**src/rtl/branch_resolve_queue_if.sv**
```systemverilog
// Bus between the pipeline and the branch resolve queue: allocate at D,
// resolve at M, PHT training channel and branch statistics.
interface branch_resolve_queue_if #(
   parameter int GHR_W = 4,
   parameter int IDX_W = 14
);
   logic             alloc_valid;
   logic [31:0]      alloc_pc;
   logic             alloc_pred;
   logic [GHR_W-1:0] alloc_ghr;
   logic             alloc_full;
   logic             res_valid;
   logic             res_take;
   logic [31:0]      res_target;
   logic             res_ready;
   logic             squash;
   logic             mispred;
   logic [31:0]      redirect_pc;
   logic [GHR_W-1:0] restore_ghr;
   logic             upd_valid;
   logic             upd_ready;
   logic [IDX_W-1:0] upd_index;
   logic             upd_take;
   logic [31:0]      stat_br;
   logic [31:0]      stat_mis;

   modport master (
      output alloc_valid, alloc_pc, alloc_pred, alloc_ghr,
      output res_valid, res_take, res_target, squash, upd_ready,
      input  alloc_full, res_ready, mispred, redirect_pc, restore_ghr,
      input  upd_valid, upd_index, upd_take, stat_br, stat_mis
   );

   modport slave (
      input  alloc_valid, alloc_pc, alloc_pred, alloc_ghr,
      input  res_valid, res_take, res_target, squash, upd_ready,
      output alloc_full, res_ready, mispred, redirect_pc, restore_ghr,
      output upd_valid, upd_index, upd_take, stat_br, stat_mis
   );
endinterface

```
**src/rtl/branch_resolve_queue.sv**
```systemverilog
// In-order queue of predicted branches popped at resolve; detects mispredictions,
// restores committed history and feeds PHT training through a small update FIFO.
module branch_resolve_queue #(
   parameter int QDEPTH = 4,
   parameter int GHR_W  = 4,
   parameter int IDX_W  = 14,
   parameter int UDEPTH = 2
) (
   input logic                   clk,
   input logic                   rst_n,
   branch_resolve_queue_if.slave bus
);
   localparam int QPW = $clog2(QDEPTH);
   localparam int UPW = $clog2(UDEPTH);
   localparam logic [QPW:0] QFULL = (QPW+1)'(QDEPTH);
   localparam logic [QPW:0] QONE  = (QPW+1)'(1);
   localparam logic [UPW:0] UFULL = (UPW+1)'(UDEPTH);
   localparam logic [UPW:0] UONE  = (UPW+1)'(1);

   logic [31:0]      qPc   [QDEPTH];
   logic [GHR_W-1:0] qGhr  [QDEPTH];
   logic [QDEPTH-1:0] qPred;
   logic [QPW:0]     qHead, qTail, qCount;

   logic [IDX_W-1:0] uIdx  [UDEPTH];
   logic [UDEPTH-1:0] uTake;
   logic [UPW:0]     uHead, uTail, uCount;

   logic [GHR_W-1:0] ghrCommit;
   logic             mispredReg;
   logic [31:0]      redirectReg;
   logic [GHR_W-1:0] restoreReg;
   logic [31:0]      statBr, statMis;

   logic             qFull, uFull, updFire, resReady, resFire, allocFire, misNow, clearQ;
   logic [31:0]      headPc;
   logic [GHR_W-1:0] headGhr;
   logic             headPred;

   // Occupancy, handshakes and misprediction detection for the current cycle.
   always_comb begin
      qCount    = qTail - qHead;
      uCount    = uTail - uHead;
      qFull     = (qCount == QFULL);
      uFull     = (uCount == UFULL);
      headPc    = qPc[qHead[QPW-1:0]];
      headGhr   = qGhr[qHead[QPW-1:0]];
      headPred  = qPred[qHead[QPW-1:0]];
      updFire   = (uCount != '0) & bus.upd_ready;
      resReady  = ~uFull | updFire;
      resFire   = bus.res_valid & resReady & (qCount != '0);
      // A pop frees the slot, so an alloc at full is taken when a resolve lands too.
      allocFire = bus.alloc_valid & (~qFull | resFire);
      misNow    = resFire & (bus.res_take != headPred) & ~bus.squash;
      clearQ    = bus.squash | misNow;
   end

   assign bus.alloc_full  = qFull;
   assign bus.res_ready   = resReady;
   assign bus.upd_valid   = (uCount != '0);
   assign bus.upd_index   = uIdx[uHead[UPW-1:0]];
   assign bus.upd_take    = uTake[uHead[UPW-1:0]];
   assign bus.mispred     = mispredReg;
   assign bus.redirect_pc = redirectReg;
   assign bus.restore_ghr = restoreReg;
   assign bus.stat_br     = statBr;
   assign bus.stat_mis    = statMis;

   // Branch queue: squash or mispredict discards everything, wrong-path alloc included.
   always_ff @(posedge clk or negedge rst_n) begin
      if (!rst_n) begin
         qHead <= '0;
         qTail <= '0;
         qPred <= '0;
         for (int i = 0; i < QDEPTH; i++) begin
            qPc[i]  <= 32'd0;
            qGhr[i] <= '0;
         end
      end else if (clearQ) begin
         qHead <= '0;
         qTail <= '0;
      end else begin
         if (allocFire) begin
            qPc[qTail[QPW-1:0]]   <= bus.alloc_pc;
            qGhr[qTail[QPW-1:0]]  <= bus.alloc_ghr;
            qPred[qTail[QPW-1:0]] <= bus.alloc_pred;
            qTail                 <= qTail + QONE;
         end
         if (resFire) begin
            qHead <= qHead + QONE;
         end
      end
   end

   // PHT update FIFO; training happens even for squashed resolves.
   always_ff @(posedge clk or negedge rst_n) begin
      if (!rst_n) begin
         uHead <= '0;
         uTail <= '0;
         uTake <= '0;
         for (int i = 0; i < UDEPTH; i++) begin
            uIdx[i] <= '0;
         end
      end else begin
         if (resFire) begin
            uIdx[uTail[UPW-1:0]]  <= {headPc[11:2], headGhr};
            uTake[uTail[UPW-1:0]] <= bus.res_take;
            uTail                 <= uTail + UONE;
         end
         if (updFire) begin
            uHead <= uHead + UONE;
         end
      end
   end

   // Committed history, redirect outputs and saturating statistics.
   always_ff @(posedge clk or negedge rst_n) begin
      if (!rst_n) begin
         ghrCommit   <= '0;
         mispredReg  <= 1'b0;
         redirectReg <= 32'd0;
         restoreReg  <= '0;
         statBr      <= 32'd0;
         statMis     <= 32'd0;
      end else begin
         mispredReg <= misNow;
         if (resFire) begin
            ghrCommit <= {ghrCommit[GHR_W-2:0], bus.res_take};
            if (statBr != 32'hFFFF_FFFF) begin
               statBr <= statBr + 32'd1;
            end
         end
         if (misNow) begin
            redirectReg <= bus.res_take ? bus.res_target : (headPc + 32'd8);
            restoreReg  <= {ghrCommit[GHR_W-2:0], bus.res_take};
            if (statMis != 32'hFFFF_FFFF) begin
               statMis <= statMis + 32'd1;
            end
         end
      end
   end
endmodule

```
**src/flat_wrapper.sv**
```systemverilog
// flat-port wrapper written by rule: the top's interface ports become plain ports
module branch_resolve_queue_flat 
#(
   parameter int QDEPTH = 4,
   parameter int GHR_W  = 4,
   parameter int IDX_W  = 14,
   parameter int UDEPTH = 2
)
  (clk, rst_n, bus_alloc_valid, bus_alloc_pc, bus_alloc_pred, bus_alloc_ghr, bus_res_valid, bus_res_take, bus_res_target, bus_squash, bus_upd_ready, bus_alloc_full, bus_res_ready, bus_mispred, bus_redirect_pc, bus_restore_ghr, bus_upd_valid, bus_upd_index, bus_upd_take, bus_stat_br, bus_stat_mis);
  branch_resolve_queue_if #(.GHR_W(GHR_W), .IDX_W(IDX_W)) bus_i ();
  input logic clk;
  input logic rst_n;
  input wire logic [$bits(bus_i.alloc_valid)-1:0] bus_alloc_valid;
  input wire logic [$bits(bus_i.alloc_pc)-1:0] bus_alloc_pc;
  input wire logic [$bits(bus_i.alloc_pred)-1:0] bus_alloc_pred;
  input wire logic [$bits(bus_i.alloc_ghr)-1:0] bus_alloc_ghr;
  input wire logic [$bits(bus_i.res_valid)-1:0] bus_res_valid;
  input wire logic [$bits(bus_i.res_take)-1:0] bus_res_take;
  input wire logic [$bits(bus_i.res_target)-1:0] bus_res_target;
  input wire logic [$bits(bus_i.squash)-1:0] bus_squash;
  input wire logic [$bits(bus_i.upd_ready)-1:0] bus_upd_ready;
  output wire logic [$bits(bus_i.alloc_full)-1:0] bus_alloc_full;
  output wire logic [$bits(bus_i.res_ready)-1:0] bus_res_ready;
  output wire logic [$bits(bus_i.mispred)-1:0] bus_mispred;
  output wire logic [$bits(bus_i.redirect_pc)-1:0] bus_redirect_pc;
  output wire logic [$bits(bus_i.restore_ghr)-1:0] bus_restore_ghr;
  output wire logic [$bits(bus_i.upd_valid)-1:0] bus_upd_valid;
  output wire logic [$bits(bus_i.upd_index)-1:0] bus_upd_index;
  output wire logic [$bits(bus_i.upd_take)-1:0] bus_upd_take;
  output wire logic [$bits(bus_i.stat_br)-1:0] bus_stat_br;
  output wire logic [$bits(bus_i.stat_mis)-1:0] bus_stat_mis;
  assign bus_i.alloc_valid = bus_alloc_valid;
  assign bus_i.alloc_pc = bus_alloc_pc;
  assign bus_i.alloc_pred = bus_alloc_pred;
  assign bus_i.alloc_ghr = bus_alloc_ghr;
  assign bus_i.res_valid = bus_res_valid;
  assign bus_i.res_take = bus_res_take;
  assign bus_i.res_target = bus_res_target;
  assign bus_i.squash = bus_squash;
  assign bus_i.upd_ready = bus_upd_ready;
  assign bus_alloc_full = bus_i.alloc_full;
  assign bus_res_ready = bus_i.res_ready;
  assign bus_mispred = bus_i.mispred;
  assign bus_redirect_pc = bus_i.redirect_pc;
  assign bus_restore_ghr = bus_i.restore_ghr;
  assign bus_upd_valid = bus_i.upd_valid;
  assign bus_upd_index = bus_i.upd_index;
  assign bus_upd_take = bus_i.upd_take;
  assign bus_stat_br = bus_i.stat_br;
  assign bus_stat_mis = bus_i.stat_mis;
  branch_resolve_queue #(.QDEPTH(QDEPTH), .GHR_W(GHR_W), .IDX_W(IDX_W), .UDEPTH(UDEPTH)) u_core (.clk(clk), .rst_n(rst_n), .bus(bus_i));
endmodule
```
**config.mk**
```make
export PLATFORM = sky130hd
export DESIGN_NAME = branch_resolve_queue_flat
export DESIGN_NICKNAME = d
export VERILOG_FILES = /design/src/rtl/branch_resolve_queue_if.sv /design/src/rtl/branch_resolve_queue.sv /design/src/flat_wrapper.sv
export SDC_FILE = /design/constraint.sdc
export NUM_CORES = 1
export LEC_CHECK = 0
export CAP_MARGIN = 20
export CORE_MARGIN = 2
export CORE_UTILIZATION = 50
export DETAILED_ROUTE_END_ITERATION = 8
export GPL_TIMING_DRIVEN = 1
export PLACE_DENSITY_LB_ADDON = 0.12
export SLEW_MARGIN = 10
export SYNTH_ARGS = -nofsm -noshare
export SYNTH_HDL_FRONTEND = slang
export SYNTH_SLANG_ARGS = --single-unit
```
**constraint.sdc**
```tcl
create_clock -name clk -period 3 [get_ports clk]
set_input_delay 0.45 -clock clk [delete_from_list [all_inputs] [get_ports clk]]
set_output_delay 0.45 -clock clk [all_outputs]
set_load 0.05 [all_outputs]
```
==> reports/metrics.yaml <==
run_status:
  status: "finished, final reports clean"
timing:
  slew_headroom: 0.523
  max_freq_mhz: 350
  rsz0062_at_grt: "false"
  period_needed_ps: 2860
  worst_pin_slew_ps: 710
  hold_viol: 0
  finalCritPeriodShare: 0.953
  drv_slew: 0
  finalSetupViolations: 0
  fin_skew_ps: 17.8
critical_path:
  crit_required_ps: 2550
  cp_max_fo: 18
  worst_ep_arrival_time_ps: 2410
  r2r_slack_ps: 160
  end_kind: "output pin"
  worstSetupPathType: "register to output pin"
  worstReg2RegEnd: "u_core.bus.stat_mis[31]"
  timing.rr.start: "u_core.qHead[0]"
  rr_worst_depth: 7
  start_kind: "register"
synthesis:
  synth_cell_types: 51
  synth_flop_cell: "dfrtp_1"
  ys_ff_latch: 292
  synth_area_per_cell_um2: 13.0
  async_flop_share: 1.00
  synth_edf_count: 0
  yosys_warnings: 0
  synthTopCellsByArea: "dfrtp_1 (54%), mux2_2 (16%), mux4_2 (6.0%), xnor2_1 (4.4%), xor2_1 (2.2%)"
  ys_seq_area_frac: 0.542
  synth_fp_nets: 1120
  synth.largest_area_cell: "dfrtp_1"
  synth_top_area_share: 0.542
  syn_area_um2: 13500
  synth_cells: 1034
grt:
  first_global_vias: 9170
  grt_max_degree: 74
  grt_usage: 0.227
  overflow: 0
  antenna_found_initial: 1
  grt_first_pass_wirelength_um: 51300
final_layout:
  areaGrowthSynthToFinish_pct: 27.0
  antenna_cells: 0
  drive_gt1_frac: 0.270
  finalNetCount: 1347
  final_cell_mix: "dfrtp_1 (290), mux2_2 (195), clkdlybuf4s50_1 (191)"
  final_util: 0.641
  final_common_cell: "dfrtp_1"
cts:
  path_clk_slew_ps: 50
  clock_latency_ps: 560
  clock-sinks: 292
  h-tree-depth: 1
  cts_buffers: 31
  clock-root-buffer: "clkbuf_16"
  clk_path_buf_depth: 3
  cts_tree: "yes"
die:
  dieHeight_um: 168
  rows: 60
  die_w_um: 168
  coreArea_um2: 26700
  dieArea_um2: 28300
  pin_count: 195
  start_util: 0.505
place:
  gp_congestion: 0.797
  port_buffers: 194
  dp_hpwl_um: 21900
job:
  maxCapViolations: 0
worst_hold_path:
  hold_path_end: "u_core.ghrCommit[0]"
  hp-class: "input port to register"
  holdPathStages: 4
  min_from: "bus_res_take"
route:
  drtIter0Drc: 651
  wl_per_cell_um: 19.2
  drc: 0
  drtPass1Iterations: 5
  vias: 8970
  antenna_left: 0
  vias_per_cell: 5.52
  wl_um: 31200
power_and_ir_drop:
  leakagePower_nw: 7.34
  power_density_nw_per_um2: 1020
  ir_drop_v: 0.000768
  total_power_mw: 17.4
-- Yosys cell counts, types with 3 or more instances --
library cell / instances
and4_1: 9
nand2_1: 72
buf_2: 23
nor2b_1: 3
buf_1: 3
mux2_2: 195
and2_1: 3
mux2i_1: 7
and3_1: 23
nand4_1: 16
or4_1: 3
dfrtp_1: 292
ha_1: 10
nor3_1: 23
nor2_1: 42
nand2b_1: 4
a21oi_1: 25
xnor2_1: 68
xor2_1: 34
nand3_1: 41
o21ai_0: 18
o31ai_1: 4
mux4_2: 36
nor4_1: 4
clkbuf_1: 15
o22ai_1: 13
buf_4: 5
inv_1: 13
-- critical path: stages (launching register included) --
cell,delay (ps)
dfrtp_1,370
buf_4,330
mux2_2,370
clkdlybuf4s50_1,770
-- report_power, final --
| group | leakage (nW) | internal [mW] | switching [mW] |
|---|---|---|---|
| combinational | 3.14 | 3.43 | 4.03 |
| sequential | 3.72 | 5.47 | 0.853 |
| clock | 0.480 | 2.11 | 1.51 |
-- layout make-up --
| class | instances | area, um2 |
|---|---|---|
| tap | 341 | 427 |
| sequential | 292 | 7310 |
| clock inverter | 7 | 41.3 |
| timing repair buffer | 242 | 2460 |
| fill | 2146 | 9590 |
| clock buffer | 48 | 930 |
| multi-input combinational | 681 | 5900 |
| inverter | 13 | 52.6 |
-- logic make-up (layout without fill, tap and decap cells) --
family,count (synthesis),in the layout,synth area share
buffers and inverters,61,310,0.0216
DFF,292,292,0.542
and+or+nand+nor,257,257,0.0991
adders and majority gates,10,10,0.00928
xor gates and xnor gates,102,102,0.0662
AOI/OAI and AO/OA,73,73,0.0318
muxes,239,239,0.230
-- worst max-delay path by stage --
stage	end	cells past startpoint	start
after floorplan	u_core.qGhr[0]	13	u_core.qHead[1]
after global placement	u_core.bus.stat_mis[31]	7	u_core.qHead[0]
after detailed placement	u_core.bus.stat_mis[31]	7	u_core.qHead[0]
after CTS	u_core.bus.stat_mis[27]	7	u_core.qHead[0]
after global routing	u_core.bus.redirect_pc[22]	8	u_core.qHead[0]
final	bus_upd_index[5]	3	u_core.uHead[0]
-- metal layers --
metal	GRT usage	vias up	routed length, um
li1	-	4177	-
met1	0.331	4541	14500
met2	0.365	217	14600
met3	0.0355	35	1610
met4	0.0435	0	508
met5	0	-	0
-- metrics by stage --
stage          cells  setup slack [ps]  cell area, um2  hold WS (ps)  setup TNS, ps
2_1_floorplan   1034              15.5           13500           154              0
3_3_place_gp    1564              11.4           16100           448              0
3_5_place_dp    1564             -32.4           16100           461          -62.4
4_1_cts         1620              59.4           17100           442              0
5_1_grt         1624              11.5           17100           475              0
6_report        1624               141           17100           465              0
-- flip-flops by register name, indices dropped and copies added (netlist names) --
signal and flops:
u_core.qPc 128, u_core.bus.redirect_pc 32, u_core.bus.stat_br 32, u_core.bus.stat_mis 32, u_core.uIdx 28, u_core.qGhr 16
u_core.bus.restore_ghr 4, u_core.qPred 4, u_core.ghrCommit 3, u_core.qHead 3, u_core.qTail 3, u_core.uHead 2
u_core.uTail 2, u_core.uTake 2, u_core.bus.mispred 1
-- timing repair --
| item | CTS | global route |
|---|---|---|
| endpoints found under the hold margin | 67 | 0 |
| gates resized for setup | 1 | 2 |
| buffers inserted | 0 | 4 |
| cloned | 0 | 0 |
| endpoints found under the setup margin | 4 | 10 |
| hold buffers | 1 | 0 |
| pin swaps | 0 | 1 |
(Power assumes the default switching activity.)
